**config.mk**
```make
export PLATFORM = sky130hd
export DESIGN_NAME = keypad_scan_ctrl
export DESIGN_NICKNAME = d
export VERILOG_FILES = /design/src/rtl/keypad_scan_ctrl.sv
export SDC_FILE = /design/constraint.sdc
export NUM_CORES = 1
export LEC_CHECK = 0
export ABC_AREA = 1
export BUFFER_PORTS_ARGS = -buffer_cell sky130_fd_sc_hd__buf_4
export CAP_MARGIN = 10
export CORE_MARGIN = 10
export CORE_UTILIZATION = 45
export CTS_CLUSTER_DIAMETER = 100
export DETAILED_ROUTE_END_ITERATION = 10
export SETUP_SLACK_MARGIN = 0.15
export SLEW_MARGIN = 20
export SYNTH_ARGS = -nofsm -noshare
export SYNTH_HDL_FRONTEND = slang
export SYNTH_SLANG_ARGS = --single-unit
export TNS_END_PERCENT = 100
```
**constraint.sdc**
```tcl
create_clock -name clk -period 3.33 [get_ports clk]
set_clock_uncertainty 0.1 [all_clocks]
set_input_delay 0.8325 -clock clk [delete_from_list [all_inputs] [get_ports clk]]
set_output_delay 0.8325 -clock clk [all_outputs]
set_load 0.005 [all_outputs]
```
**src/rtl/keypad_scan_ctrl.sv**
```systemverilog
// 4x4 active-low keypad scanner with debounce, single-shot press reporting and hex digit entry.
// Optional build macro KEYPAD_EDIT_EN makes code 0xE clear the value and 0xF act as backspace.
module keypad_scan_ctrl #(
  parameter int unsigned SCAN_DIV     = 1000,
  parameter int unsigned DEBOUNCE_CNT = 200000
) (
  input  logic        clk,
  input  logic        rst_n,
  input  logic        en,
  input  logic [3:0]  key_col,
  input  logic        clr,
  output logic [3:0]  key_row,
  output logic        key_valid,
  output logic [3:0]  key_code,
  output logic        key_down,
  output logic [31:0] num_out
);

  localparam int unsigned DivW = $clog2(SCAN_DIV);
  localparam int unsigned CntW = $clog2(DEBOUNCE_CNT);
  localparam logic [DivW-1:0] DivLast = DivW'(SCAN_DIV - 1);
  localparam logic [CntW-1:0] CntLast = CntW'(DEBOUNCE_CNT - 1);

  typedef enum logic [1:0] {StScan, StDebPress, StHold, StDebRel} state_e;

  state_e          state_q, state_d;
  logic [1:0]      row_q, row_d;
  logic [1:0]      col_q, col_d;
  logic [DivW-1:0] div_q, div_d;
  logic [CntW-1:0] cnt_q, cnt_d;
  logic [3:0]      col_meta_q, scol_q;
  logic            key_valid_q, key_valid_d;
  logic [3:0]      key_code_q, key_code_d;
  logic            key_down_q, key_down_d;
  logic [31:0]     num_q, num_d;
  logic [1:0]      low_col;
  logic            any_low;

  function automatic logic [31:0] digit_update(input logic [31:0] num, input logic [3:0] code);
`ifdef KEYPAD_EDIT_EN
    case (code)
      4'hE:    return 32'h0;
      4'hF:    return {4'h0, num[31:4]};
      default: return {num[27:0], code};
    endcase
`else
    return {num[27:0], code};
`endif
  endfunction

  // Lowest-index low column wins when several keys in the driven row are down.
  always_comb begin
    low_col = 2'd0;
    for (int i = 3; i >= 0; i--) begin
      if (!scol_q[i]) low_col = 2'(i);
    end
  end

  assign any_low = (scol_q != 4'hF);

  always_comb begin
    state_d     = state_q;
    row_d       = row_q;
    col_d       = col_q;
    div_d       = div_q;
    cnt_d       = cnt_q;
    key_valid_d = 1'b0;
    key_code_d  = key_code_q;
    key_down_d  = key_down_q;
    num_d       = num_q;

    unique case (state_q)
      StScan: begin
        // Columns are only trusted once the synchroniser has caught up with the new row.
        if (div_q == DivLast) begin
          div_d = '0;
          if (any_low) begin
            state_d = StDebPress;
            col_d   = low_col;
            cnt_d   = '0;
          end else begin
            row_d = row_q + 2'd1;
          end
        end else begin
          div_d = div_q + DivW'(1);
        end
      end
      StDebPress: begin
        if (scol_q[col_q]) begin
          state_d = StScan;
          row_d   = row_q + 2'd1;
          div_d   = '0;
        end else if (cnt_q == CntLast) begin
          state_d     = StHold;
          key_valid_d = 1'b1;
          key_code_d  = {row_q, col_q};
          key_down_d  = 1'b1;
          num_d       = digit_update(num_q, {row_q, col_q});
        end else begin
          cnt_d = cnt_q + CntW'(1);
        end
      end
      StHold: begin
        if (scol_q == 4'hF) begin
          state_d = StDebRel;
          cnt_d   = '0;
        end
      end
      StDebRel: begin
        if (any_low) begin
          state_d = StHold;
        end else if (cnt_q == CntLast) begin
          state_d    = StScan;
          key_down_d = 1'b0;
          row_d      = row_q + 2'd1;
          div_d      = '0;
        end else begin
          cnt_d = cnt_q + CntW'(1);
        end
      end
      default: state_d = StScan;
    endcase

    if (!en) begin
      state_d     = StScan;
      row_d       = 2'd0;
      div_d       = '0;
      cnt_d       = '0;
      key_down_d  = 1'b0;
      key_valid_d = 1'b0;
      key_code_d  = key_code_q;
      num_d       = num_q;
    end

    // A CPU clear beats a digit landing in the same cycle.
    if (clr) num_d = 32'h0;
  end

  always_ff @(posedge clk or negedge rst_n) begin
    if (!rst_n) begin
      state_q     <= StScan;
      row_q       <= 2'd0;
      col_q       <= 2'd0;
      div_q       <= '0;
      cnt_q       <= '0;
      col_meta_q  <= 4'hF;
      scol_q      <= 4'hF;
      key_valid_q <= 1'b0;
      key_code_q  <= 4'h0;
      key_down_q  <= 1'b0;
      num_q       <= 32'h0;
    end else begin
      state_q     <= state_d;
      row_q       <= row_d;
      col_q       <= col_d;
      div_q       <= div_d;
      cnt_q       <= cnt_d;
      col_meta_q  <= key_col;
      scol_q      <= col_meta_q;
      key_valid_q <= key_valid_d;
      key_code_q  <= key_code_d;
      key_down_q  <= key_down_d;
      num_q       <= num_d;
    end
  end

  assign key_row   = en ? ~(4'b0001 << row_q) : 4'hF;
  assign key_valid = key_valid_q;
  assign key_code  = key_code_q;
  assign key_down  = key_down_q;
  assign num_out   = num_q;

endmodule

```
Yosys cells after proc, flatten, opt, wreduce, memory -nomap -nowiden --
Cells that the tools add are included.
Operators by class: reduce and logical (&&, ||, !) cells 12, bitwise logic cells 2, shift operators 1, muxes and demuxes 52, order comparisons 1, add/sub/neg operators 3, equal/unequal tests 21
Operators with widths (count):
- $mux W32 | 5
- $mux W18 | 7
- $pmux W18 S4 | 1
- $mux W10 | 5
- $mux W2 | 18
- $pmux W10 S3 | 1
- $ne A3 B3 Y1 const B | 9
- $add A18 B1 Y18 const B | 1
- $eq A18 B18 Y1 const B | 1
- $reduce_and A5 Y1 | 3
- $ne A4 B4 Y1 const B | 3
- $reduce_and A4 Y1 | 3
- $add A10 B1 Y10 const B | 1
- $eq A10 B10 Y1 const B | 1
- $mux W1 | 10
- $pmux W2 S4 | 1
- $pmux W2 S3 | 1
- $reduce_and A6 Y1 | 1
- $reduce_bool A2 Y1 | 3
- $eq A2 B2 Y1 const B | 2
- $eq A4 B4 Y1 const B | 1
- $mux W4 | 1
- $ne A4 B1 Y1 const B | 1
- $not A4 Y4 | 1
- 11 further kinds | 11
Word-level totals: bits of input ports 8, output and inout port bits 42, logic and storage cells 103, bits in registers 80

Depth between registers and ports, before layout --
Gate-level depths: netlist of the first run.
depth in word-level cells 6, gate-level depth with buffers 11, depth with buffers taken out 11

Least setup slack after synthesis of the first run --
No wires, ideal clock.
kind input port to output port, from input en, to output key_row[1], path slack 1.336 ns, buffers on the path 1, data required time 2.398 ns, arrival time 1.062 ns, stages on the path 2, path through buf_2 -> nand2_1
Between the ends: word-level cells in the longest chain between the ends 1
Ends and longest elaborated chain:
- start, declared | RTL line 9 | input logic en,
- $mux W4 | RTL line 167 | assign key_row = en ? ~(4'b0001 << row_q) : 4'hF;
- end, declared | RTL line 12 | output logic [3:0] key_row,
Every way passes these cells.

Final worst setup path of the first run --
from register cnt_q[0], to register num_q[10], in the netlist num_out[10]
Between the ends: word-level cells in the longest chain between the ends 3
Ends and longest elaborated chain:
- start, declared | RTL line 30 | logic [CntW-1:0] cnt_q, cnt_d;
- start signal, assigned | RTL line 157 | cnt_q <= cnt_d;
- $eq A18 B18 Y1 | RTL line 93 | end else if (cnt_q == CntLast) begin
- $reduce_bool A2 Y1 (no source line)
- $reduce_and A4 Y1 (no source line)
- end signal, assigned | RTL line 163 | num_q <= num_d;
- end, declared | RTL line 35 | logic [31:0] num_q, num_d;
Every way passes these cells. A chain may end at the register's enable or synchronous reset.

==> metrics, run 1 <==
status finished, final reports clean; Setup Viol. Count Final 0; clock root buffer clkbuf_8; synth warn 0; global-route wire length before repair about 19,000 µm; routed vias 4,023; Synth Area per Inst 7.377 µm²; TritonRoute pass-1 iters 5; worst-case reg-to-reg path depth 10; fillers 987; I/O pin total 50; Mapped Area around 4500 µm²; library cells used by synthesis 32; CP endpoint kind register; Hold Path End scol_q[1]; Worst VDD drop 0.0002204 V; startpoint types register; clk buf depth 2; Iter 0 DRT Violations 304; ys async rst share 1.000; synthesized flop and latch total 80; Clock power frac 0.329; Psw around 0.8 mW; RR Startpoint cnt_q[0]; hpwl dp approximately 7400 µm; # hold bufs at CTS 0; Synth Instances between 600 and 700; TritonCTS Buffers 9; DP Worst Slack about 840 ps; Hold Path Origin col_meta_q[1]; die height 119.5 µm; Routed Antenna Nets 0; Critical Path AT 2500 ps; vias in the first global route approximately 4,000; final setup margin roughly 980 ps; H-tree depth 3; IO buf count between 40 and 50; row cnt 36; Setup TNS Final 0 ps; core area about 9700 µm²; max_cap viols 0; Routed WL per cell between 10 and 15 µm; Worst-Skew Late Latency approximately 360 ps; Initial Util 0.4579; reg2reg end num_out[10]; CTS resizes 0; postcts setup bufs 0; ys flop type dfrtp_1; Worst-Margin Slew ~970 ps; CTS Sinks 80; Hold WC Path Type register to register; most frequent cells in the layout nand2_1 (215), dfrtp_1 (72), nand3_1 (66); DRC 0; Net Sw Frac 0.3269; hold path cells 0; RSZ-0062 raised after global routing no; DIE WIDTH approximately 120 µm; ant diodes 0; post-synthesis net count between 600 and 700; Hold Fails Final Rpt 0; Reg2Reg Setup Slack between 900 and 1000 ps; part of the power in combinational logic 0.214; Final Wtd Congestion slightly below 0.9; TritonCTS clock tree yes; ratio of cells with drive above 1 in the final layout 0.1570; die area 14,280 µm²; final wirelength around 11,000 µm; share of power burned in registers 0.456; nets between 600 and 700; GRT Total Usage 0.1522; dpl cells around 770; period utilisation layout 0.7067; Worst-path clk slew around 80 ps; vias per cell approximately 5.1; pwr dens 465.8 nW/µm²; fin. max-slew vios 0; initial antenna violation count 0; part of the Yosys area used for sequential elements 0.4516; Setup Crit Path Kind register to register; fin cells 789; largest net degree at the start of global routing between 70 and 80; relative slew slack 0.3539; Post-synth EDFFs 0; Overflow after GRT 0; Layout Area Growth over Synthesis 14.83%; Internal around 1.6 mW; CP Max Fanout 12; Max Fclk ~420 MHz; CP Data Required Time 3470 ps; most common cell after layout, fill and taps aside nand2_1; Tot Pwr 2.383 mW; fin crit period ~2400 ps; leakage power about 2.6 nW
==> cells by family (layout without fill, tap and decap cells) <==
family          Yosys count  in the layout  share of synthesized area
buf+inv                  78            130                    0.07975
fa+ha+maj                10             10                    0.02808
simple gates            383            383                     0.3755
compound gates           53             53                    0.06515
flops                    80             80                     0.4516
==> flip-flops by register name, indices dropped and copies added (netlist names) <==
register,count
cnt_q,18
row_q,2
key_code,4
col_meta_q,4
div_q,10
state_q,2
scol_q,4
key_down,1
key_valid,1
col_q,2
num_out,32
==> power groups by stage <==
stage	clock network (mW)	registers (mW)	logic (mW)
2_1_floorplan	0	1.09	0.379
3_3_place_gp	0	1.11	0.512
3_5_place_dp	0	1.11	0.515
4_1_cts	0.807	1.09	0.516
5_1_grt	0.847	1.10	0.587
6_report	0.785	1.09	0.511
==> final cells by class <==
cell class / count / area [µm²] / area share
Multi-Input combinational cell: 446 / 2091 / 0.4087
Sequential cell: 80 / 2012 / 0.3933
Clock inverter: 5 / 81.33 / 0.01590
Tap cell: 133 / 166.4 / 0.03253
Clock buffer: 11 / 131.4 / 0.02568
Timing Repair Buffer: 55 / 412.9 / 0.08070
Inverter: 59 / 221.5 / 0.04329
==> cells in the mapped netlist (8+ instances only) <==
| library cell | instances | area (µm²) |
|---|---|---|
| ha_1 | 10 | 125.1 |
| o21ai_1 | 11 | 55.05 |
| dfrtp_1 | 72 | 1802 |
| nand4_1 | 12 | 75.07 |
| nand3_1 | 66 | 330.3 |
| o21ai_0 | 29 | 145.1 |
| nand2_1 | 215 | 807.0 |
| nor3_1 | 10 | 50.05 |
| dfstp_2 | 8 | 210.2 |
| buf_2 | 10 | 50.05 |
| inv_1 | 54 | 202.7 |
| nor2_1 | 54 | 202.7 |
==> per-layer routing <==
metal | vias up | track usage | part of all wire
li1 | 2014 | - | -
met1 | 1911 | 0.2032 | 0.48
met2 | 87 | 0.2424 | 0.46
met3 | 11 | 0.02719 | 0.048
met4 | 0 | 0.05505 | 0.014
met5 | - | 0 | 0
==> metrics by stage <==
| stage | instance area [µm²] | util | hold slack [ps] |
|---|---|---|---|
| finish | 5116 | 0.5258 | 257.0 |
| global route | 5116 | 0.5258 | 263.3 |
| CTS | 5116 | 0.5258 | 258.3 |
| detailed placement | 4903 | 0.5040 | 246.8 |
| global placement | 4903 | 0.5040 | 246.0 |
| floorplan | 4456 | - | 245.2 |
==> critical path, cell delays in order (launching register included) <==
cell and delay (ps):
dfrtp_1 480, ha_1 230, nand2_2 80, nor2_4 190, inv_2 50, nor2_2 120
nand2_1 100, nor2_2 350, inv_1 290, o21ai_1 190, inv_1 50
==> worst max-delay path by stage <==
stage,from,endpoint,slack [ps],cells past startpoint
finish,cnt_q[0],num_out[10],980,10
global route,cnt_q[0],num_out[10],770,10
CTS,cnt_q[0],num_out[10],950,10
detailed placement,en,cnt_q[7],840,8
global placement,en,cnt_q[7],870,8
floorplan,en,key_row[1],1340,2
Note: power is estimated with default switching activity, not from simulation.
==> run 2: changes to the inputs <==
--- a/config.mk
+++ b/config.mk
@@ -5,13 +5,14 @@
 export SDC_FILE = /design/constraint.sdc
 export NUM_CORES = 1
 export LEC_CHECK = 0
-export ABC_AREA = 1
+export ABC_AREA = 0
 export BUFFER_PORTS_ARGS = -buffer_cell sky130_fd_sc_hd__buf_4
 export CAP_MARGIN = 10
 export CORE_MARGIN = 10
 export CORE_UTILIZATION = 45
 export CTS_CLUSTER_DIAMETER = 100
 export DETAILED_ROUTE_END_ITERATION = 10
+export PLACE_DENSITY = 0.67
 export SETUP_SLACK_MARGIN = 0.15
 export SLEW_MARGIN = 20
 export SYNTH_ARGS = -nofsm -noshare
==> constraint.sdc (replaced) <==
create_clock -name clk -period 2 [get_ports clk]
set_clock_uncertainty 0.1 [all_clocks]
set_input_delay 0.5 -clock clk [delete_from_list [all_inputs] [get_ports clk]]
set_output_delay 0.5 -clock clk [all_outputs]
set_load 0.005 [all_outputs]
==> run 2 against run 1 <==
The flow now finishes with violations (negative setup slack). Final cell count shrank 18%. Largest cell class unchanged. Clock power grew 71%. Via count shrank 11%. Flip-flop and latch count is the same. Worst hold slack lost 110 ps. Die area shrank 6.6%. Non-clock buffer count grew 75. Sequential power grew 54%.
==> metrics, run 2 <==
status finished, violations left (was finished, final reports clean); failing checks negative setup slack; Synth area leaders dfrtp_1 (44%), nand2_1 (7.7%), dfstp_2 (5.1%) (was dfrtp_1 (40%), nand2_1 (18%), nand3_1 (7.4%)); pwr dens 559.9 nW/µm² (was 465.8 nW/µm²); die area 13,340 µm² (was 14,280 µm²); Final Wtd Congestion 0.8327 (was 0.8780); fin cells 648 (was 789); DP Worst Slack -243.1 ps (was 839.8 ps); routed vias 3,587 (was 4,023); TritonCTS clock tree yes (unchanged); die height 115.5 µm (was 119.5 µm); Worst-Skew Late Latency 360 ps (about the same); Post-synth top cells nand2_1 (84), dfrtp_1 (72), a21oi_1 (29) (was nand2_1 (215), dfrtp_1 (72), nand3_1 (66)); CTS Sinks 80 (unchanged); final setup margin -252.8 ps (was 976.8 ps); fillers 696 (was 987); TritonRoute pass-1 iters 4 (was 5); fin crit period 2253 ps (was 2353 ps); H-tree depth 3 (unchanged); DIE WIDTH 115.5 µm (was 119.5 µm); nets 553 (was 669); CP Data Required Time 2150 ps (was 3470 ps); largest net degree at the start of global routing 37 (was 78); ratio of cells with drive above 1 in the final layout 0.5111 (was 0.1570); Mapped Area 4103 µm² (was 4456 µm²); Hold Fails Final Rpt 0 (unchanged); fin. max-slew vios 0 (unchanged); row cnt 34 (was 36); synthesized flop and latch total 80 (unchanged); Worst-path clk slew 80 ps (about the same); library cells used by synthesis 60 (was 32); initial antenna violation count 0 (unchanged); hpwl dp 7190 µm (was 7432 µm); I/O pin total 50 (unchanged); multi-input logic area 2220 µm² (was 2091 µm²); Setup Crit Path Kind register to register (unchanged); ys async rst share 1.000 (unchanged); Worst-Margin Slew 484.8 ps (was 969.2 ps); Layout Area Growth over Synthesis 40.77% (was 14.83%); Routed Antenna Nets 0 (unchanged); count leader, synth nand2_1 (unchanged); Max Fclk 443.9 MHz (was 424.9 MHz); Synth Instances 413 (was 604); Placed Area 4960 µm² (was 4903 µm²); FF+latch area 2014 µm² (was 2012 µm²); hold path cells 1 (was 0); Final Cell Area 5776 µm² (was 5116 µm²); period utilisation layout 1.126 (was 0.7067); leakage power 2.662 nW (was 2.643 nW); RSZ-0062 raised after global routing yes (was no); Post-synth EDFFs 0 (unchanged); vias per cell 5.535 (was 5.099); worst-case reg-to-reg path depth 7 (was 10); Min Hold Slack 148.7 ps (was 257.0 ps); GRT Total Usage 0.1557 (was 0.1522); Tot Pwr 3.234 mW (was 2.383 mW); post-synthesis net count 431 (was 622); ys flop type dfrtp_1 (unchanged); part of the Yosys area used for sequential elements 0.4904 (was 0.4516); global-route wire length before repair 16,990 µm (was 18,510 µm); startpoint types register (unchanged); IO buf count 49 (unchanged); Initial Util 0.4659 (was 0.4579); relative slew slack 0.6768 (was 0.3539); Setup Viol. Count Final 69 (was 0); Routed WL per cell 16.99 µm (was 13.34 µm); TritonCTS Buffers 9 (unchanged); Worst VDD drop 0.0003600 V (was 0.0002204 V); dpl cells 608 (was 773); final wirelength 11,010 µm (was 10,530 µm); clock root buffer clkbuf_8 (unchanged); core area 8806 µm² (was 9729 µm²); most frequent cells in the layout buf_4 (107), dfrtp_1 (70), nand2_1 (58) (was nand2_1 (215), dfrtp_1 (72), nand3_1 (66)); clk buf depth 2 (unchanged); Critical Path AT 2400 ps (was 2500 ps); synth warn 0 (unchanged); Synth Area per Inst 9.934 µm² (was 7.377 µm²); Iter 0 DRT Violations 366 (was 304); DRC 0 (unchanged); max_cap viols 0 (unchanged); CP endpoint kind register (unchanged); most common cell after layout, fill and taps aside buf_4 (was nand2_1); Hold WC Path Type primary input to register (was register to register); post-synth top area cell dfrtp_1 (unchanged); number of flip-flops in the largest register 32 (unchanged); Overflow after GRT 0 (unchanged); share of the synthesized area in the top cell type 0.4392 (was 0.4044); vias in the first global route 3,508 (was 3,913); CP Max Fanout 7 (was 12); ant diodes 0 (unchanged)
-- run 2: stage by stage --
| step | TNS (ps) | util |
|---|---|---|
| after floorplan | -7079 | - |
| after CTS | -8040 | 0.6118 |
| final | -12690 | 0.6559 |
| after global placement | -5744 | 0.5632 |
| after detailed placement | -8195 | 0.5632 |
| after global routing | -20000 | 0.6559 |
-- run 2: final cells by class --
cell class                      instances  share of cell area
Timing Repair Buffer                  130              0.1961
Clock buffer                           10             0.02210
Inverter                               13            0.009315
Multi-Input combinational cell        301              0.3843
Sequential cell                        80              0.3488
Tap cell                              108             0.02340
Clock inverter                          6             0.01603
-- run 2: critical path, stage by stage, from the launching register on --
cell and delay, ps:
dfrtp_1 390, mux4_2 570, a22oi_2 280, buf_6 160, buf_12 90, a31oi_4 130, a21o_1 210, a32o_1 210
-- run 2: repair_timing --
item,CTS,global route
cloned,1,4
setup buffers,11,7
hold buffers,1,0
endpoints found under the setup margin,73,75
pin swaps,19,30
hold endpoints to repair,21,0
gates resized for setup,33,66
-- run 2: kinds of logic (layout without fill, tap and decap cells) --
| logic type | after synthesis | after routing | share of synthesized area |
|---|---|---|---|
| compound gates | 114 | 114 | 0.1934 |
| buf+inv | 32 | 159 | 0.05550 |
| fa+ha+maj | 10 | 10 | 0.03050 |
| flops | 80 | 80 | 0.4904 |
| simple gates | 170 | 170 | 0.2101 |
| mux | 7 | 7 | 0.02013 |
-- run 2: metal layers --
metal  wire [µm]  track usage  share of wire  vias to the layer above
met3         615      0.03204          0.056                       19
met2        5326       0.2487           0.48                      106
li1            -            -              -                     1707
met5           0            0              0                        -
met4         244      0.06250          0.022                        0
met1        4823       0.2027           0.44                     1755
-- run 2: worst paths after layout --
kind,slack (ps),end,startpoint
setup / recovery,-250,cnt_q[1],col_q[0]
hold / removal,150,col_meta_q[2],key_col[2]
setup reg to reg,-250,cnt_q[1],col_q[0]
hold reg to reg,260,scol_q[3],col_meta_q[3]
max in group asynchronous,730,num_out[13],rst_n
min in group asynchronous,500,num_out[28],rst_n
-- run 2: where the power goes --
part / total, mW / leakage, nW / internal [mW] / switching [mW]
clock: 1.34 / 0.103 / 0.710 / 0.627
combinational: 0.219 / 1.48 / 0.0898 / 0.129
sequential: 1.68 / 1.08 / 1.65 / 0.0240
==> run 3: changes to the inputs <==
--- a/config.mk
+++ b/config.mk
@@ -9,10 +9,10 @@
 export BUFFER_PORTS_ARGS = -buffer_cell sky130_fd_sc_hd__buf_4
 export CAP_MARGIN = 10
 export CORE_MARGIN = 10
-export CORE_UTILIZATION = 45
+export CORE_UTILIZATION = 50
 export CTS_CLUSTER_DIAMETER = 100
 export DETAILED_ROUTE_END_ITERATION = 10
-export PLACE_DENSITY = 0.67
+export PLACE_DENSITY = 0.73
 export SETUP_SLACK_MARGIN = 0.15
 export SLEW_MARGIN = 20
 export SYNTH_ARGS = -nofsm -noshare
==> run 3 against run 2 <==
The flow still finishes with violations (negative setup slack). Final cell count down 1.9%. Setup slack gained 39 ps. Flip-flop and latch count unchanged. Utilization grew 5.8 points. Global-route usage rose by 0.99 points. Register-to-register slack gained 40 ps. Critical path depth did not move. Critical endpoint is now div_q[1]. Sequential share of layout area grew 1.1 points. First-iteration DRC count is 33% lower. Largest power group unchanged.
==> metrics, run 3 (same netlist as run 2, synthesis figures left out) <==
status finished, violations left (unchanged); failing checks negative setup slack (unchanged); Routed Antenna Nets 0 (unchanged); DIE WIDTH 110.6 µm (was 115.5 µm); most common cell after layout, fill and taps aside buf_4 (unchanged); nets 547 (was 553); ratio of cells with drive above 1 in the final layout 0.4663 (was 0.5111); clk buf depth 2 (unchanged); Routed WL per cell 17.31 µm (was 16.99 µm); vias per cell 5.706 (was 5.535); TritonRoute pass-1 iters 5 (was 4); DP Worst Slack -203.8 ps (was -243.1 ps); Hold WC Path Type primary input to register (unchanged); routed vias 3,629 (was 3,587); fin crit period 2214 ps (was 2253 ps); GRT Total Usage 0.1656 (was 0.1557); CTS Sinks 80 (unchanged); initial antenna violation count 0 (unchanged); core area 7848 µm² (was 8806 µm²); Worst-path clk slew 90 ps (was 80 ps); Initial Util 0.5228 (was 0.4659); CP endpoint kind register (unchanged); TritonCTS clock tree yes (unchanged); H-tree depth 3 (unchanged); period utilisation layout 1.107 (was 1.126); CP Max Fanout 5 (was 7); Min Hold Slack 133.6 ps (was 148.7 ps); Max Fclk 451.8 MHz (was 443.9 MHz); most frequent cells in the layout buf_4 (107), nand2_1 (80), dfrtp_1 (70) (was buf_4 (107), dfrtp_1 (70), nand2_1 (58)); clock root buffer clkbuf_8 (unchanged); final wirelength 11,010 µm (about the same); Setup TNS Final -11,520 ps (was -12,690 ps); RSZ-0062 raised after global routing yes (unchanged); pwr dens 547.2 nW/µm² (was 559.9 nW/µm²); Setup Viol. Count Final 69 (unchanged); Iter 0 DRT Violations 245 (was 366); final setup margin -213.5 ps (was -252.8 ps); Overflow after GRT 0 (unchanged); TritonCTS Buffers 9 (unchanged); Hold Fails Final Rpt 0 (unchanged); Tot Pwr 3.067 mW (was 3.234 mW); dpl cells 602 (was 608); CP Data Required Time 2190 ps (was 2150 ps); Final Wtd Congestion 0.8586 (was 0.8327); Critical Path AT 2410 ps (was 2400 ps); global-route wire length before repair 17,420 µm (was 16,990 µm); vias in the first global route 3,614 (was 3,508); hpwl dp 7089 µm (was 7190 µm); Layout Area Growth over Synthesis 36.63% (was 40.77%); Worst VDD drop 0.0004091 V (was 0.0003600 V); number of flip-flops in the largest register 32 (unchanged); DRC 0 (unchanged); ant diodes 0 (unchanged); I/O pin total 50 (unchanged); fin. max-slew vios 0 (unchanged); Setup Crit Path Kind register to register (unchanged); fin cells 636 (was 648); largest net degree at the start of global routing 37 (unchanged); relative slew slack 0.7003 (was 0.6768); max_cap viols 0 (unchanged); die height 110.6 µm (was 115.5 µm); Worst-Skew Late Latency 370 ps (was 360 ps); row cnt 32 (was 34); Worst-Margin Slew 449.6 ps (was 484.8 ps); startpoint types register (unchanged); die area 12,230 µm² (was 13,340 µm²); leakage power 2.559 nW (was 2.662 nW); IO buf count 49 (unchanged)
-- run 3: stage by stage --
step | util | cell area (µm²)
3_3_place_gp | 0.6342 | 4977
4_1_cts | 0.6759 | 5304
5_1_grt | 0.7143 | 5605
3_5_place_dp | 0.6342 | 4977
2_1_floorplan | - | 4194
6_report | 0.7143 | 5605
-- run 3: timing repair --
| action | 4_1_cts | 5_1_grt |
|---|---|---|
| gates resized for setup | 23 | 42 |
| hold buffers | 1 | 0 |
| setup buffers | 7 | 7 |
| pin swaps | 13 | 13 |
| setup endpoints to repair | 73 | 76 |
| gates cloned | 1 | 2 |
| endpoints found under the hold margin | 22 | 0 |
-- run 3: where the power goes --
| group | internal, mW | switching (mW) |
|---|---|---|
| combinational | 0.0959 | 0.136 |
| sequential | 1.65 | 0.0214 |
| clock | 0.479 | 0.682 |
| total | 2.23 | 0.839 |
-- run 3: worst paths after layout --
path	depth (start not counted)	start	slack [ps]	to
max in group asynchronous	3	rst_n	740	scol_q[3]
setup reg to reg	7	cnt_q[15]	-210	div_q[1]
hold / removal	1	key_col[3]	130	col_meta_q[3]
min in group asynchronous	2	rst_n	510	num_out[10]
setup / recovery	7	cnt_q[15]	-210	div_q[1]
hold reg to reg	0	col_meta_q[1]	260	scol_q[1]
-- run 3: critical path, cell delays in order, from the launching register on --
cell	delay [ps]
dfrtp_1	390
or4b_4	540
nor4_4	250
buf_4	180
a31oi_4	120
o21ai_4	230
buf_12	150
mux2i_1	170
-- run 3: metal layers --
layer / up-vias / wire (µm) / global-route usage
met1: 1754 / 4612 / 0.2037
met2: 148 / 5478 / 0.2696
met4: 0 / 320 / 0.07168
li1: 1696 / - / -
met3: 31 / 599 / 0.03998
met5: - / 0 / 0
-- run 3: final cells by class --
type / instances / area, µm²
fill: 557 / 2242
multi-input combinational: 301 / 2148
sequential: 80 / 2014
timing repair buffer: 124 / 1074
tap: 102 / 127.6
clock buffer: 9 / 123.9
clock inverter: 7 / 63.81
inverter: 13 / 53.80
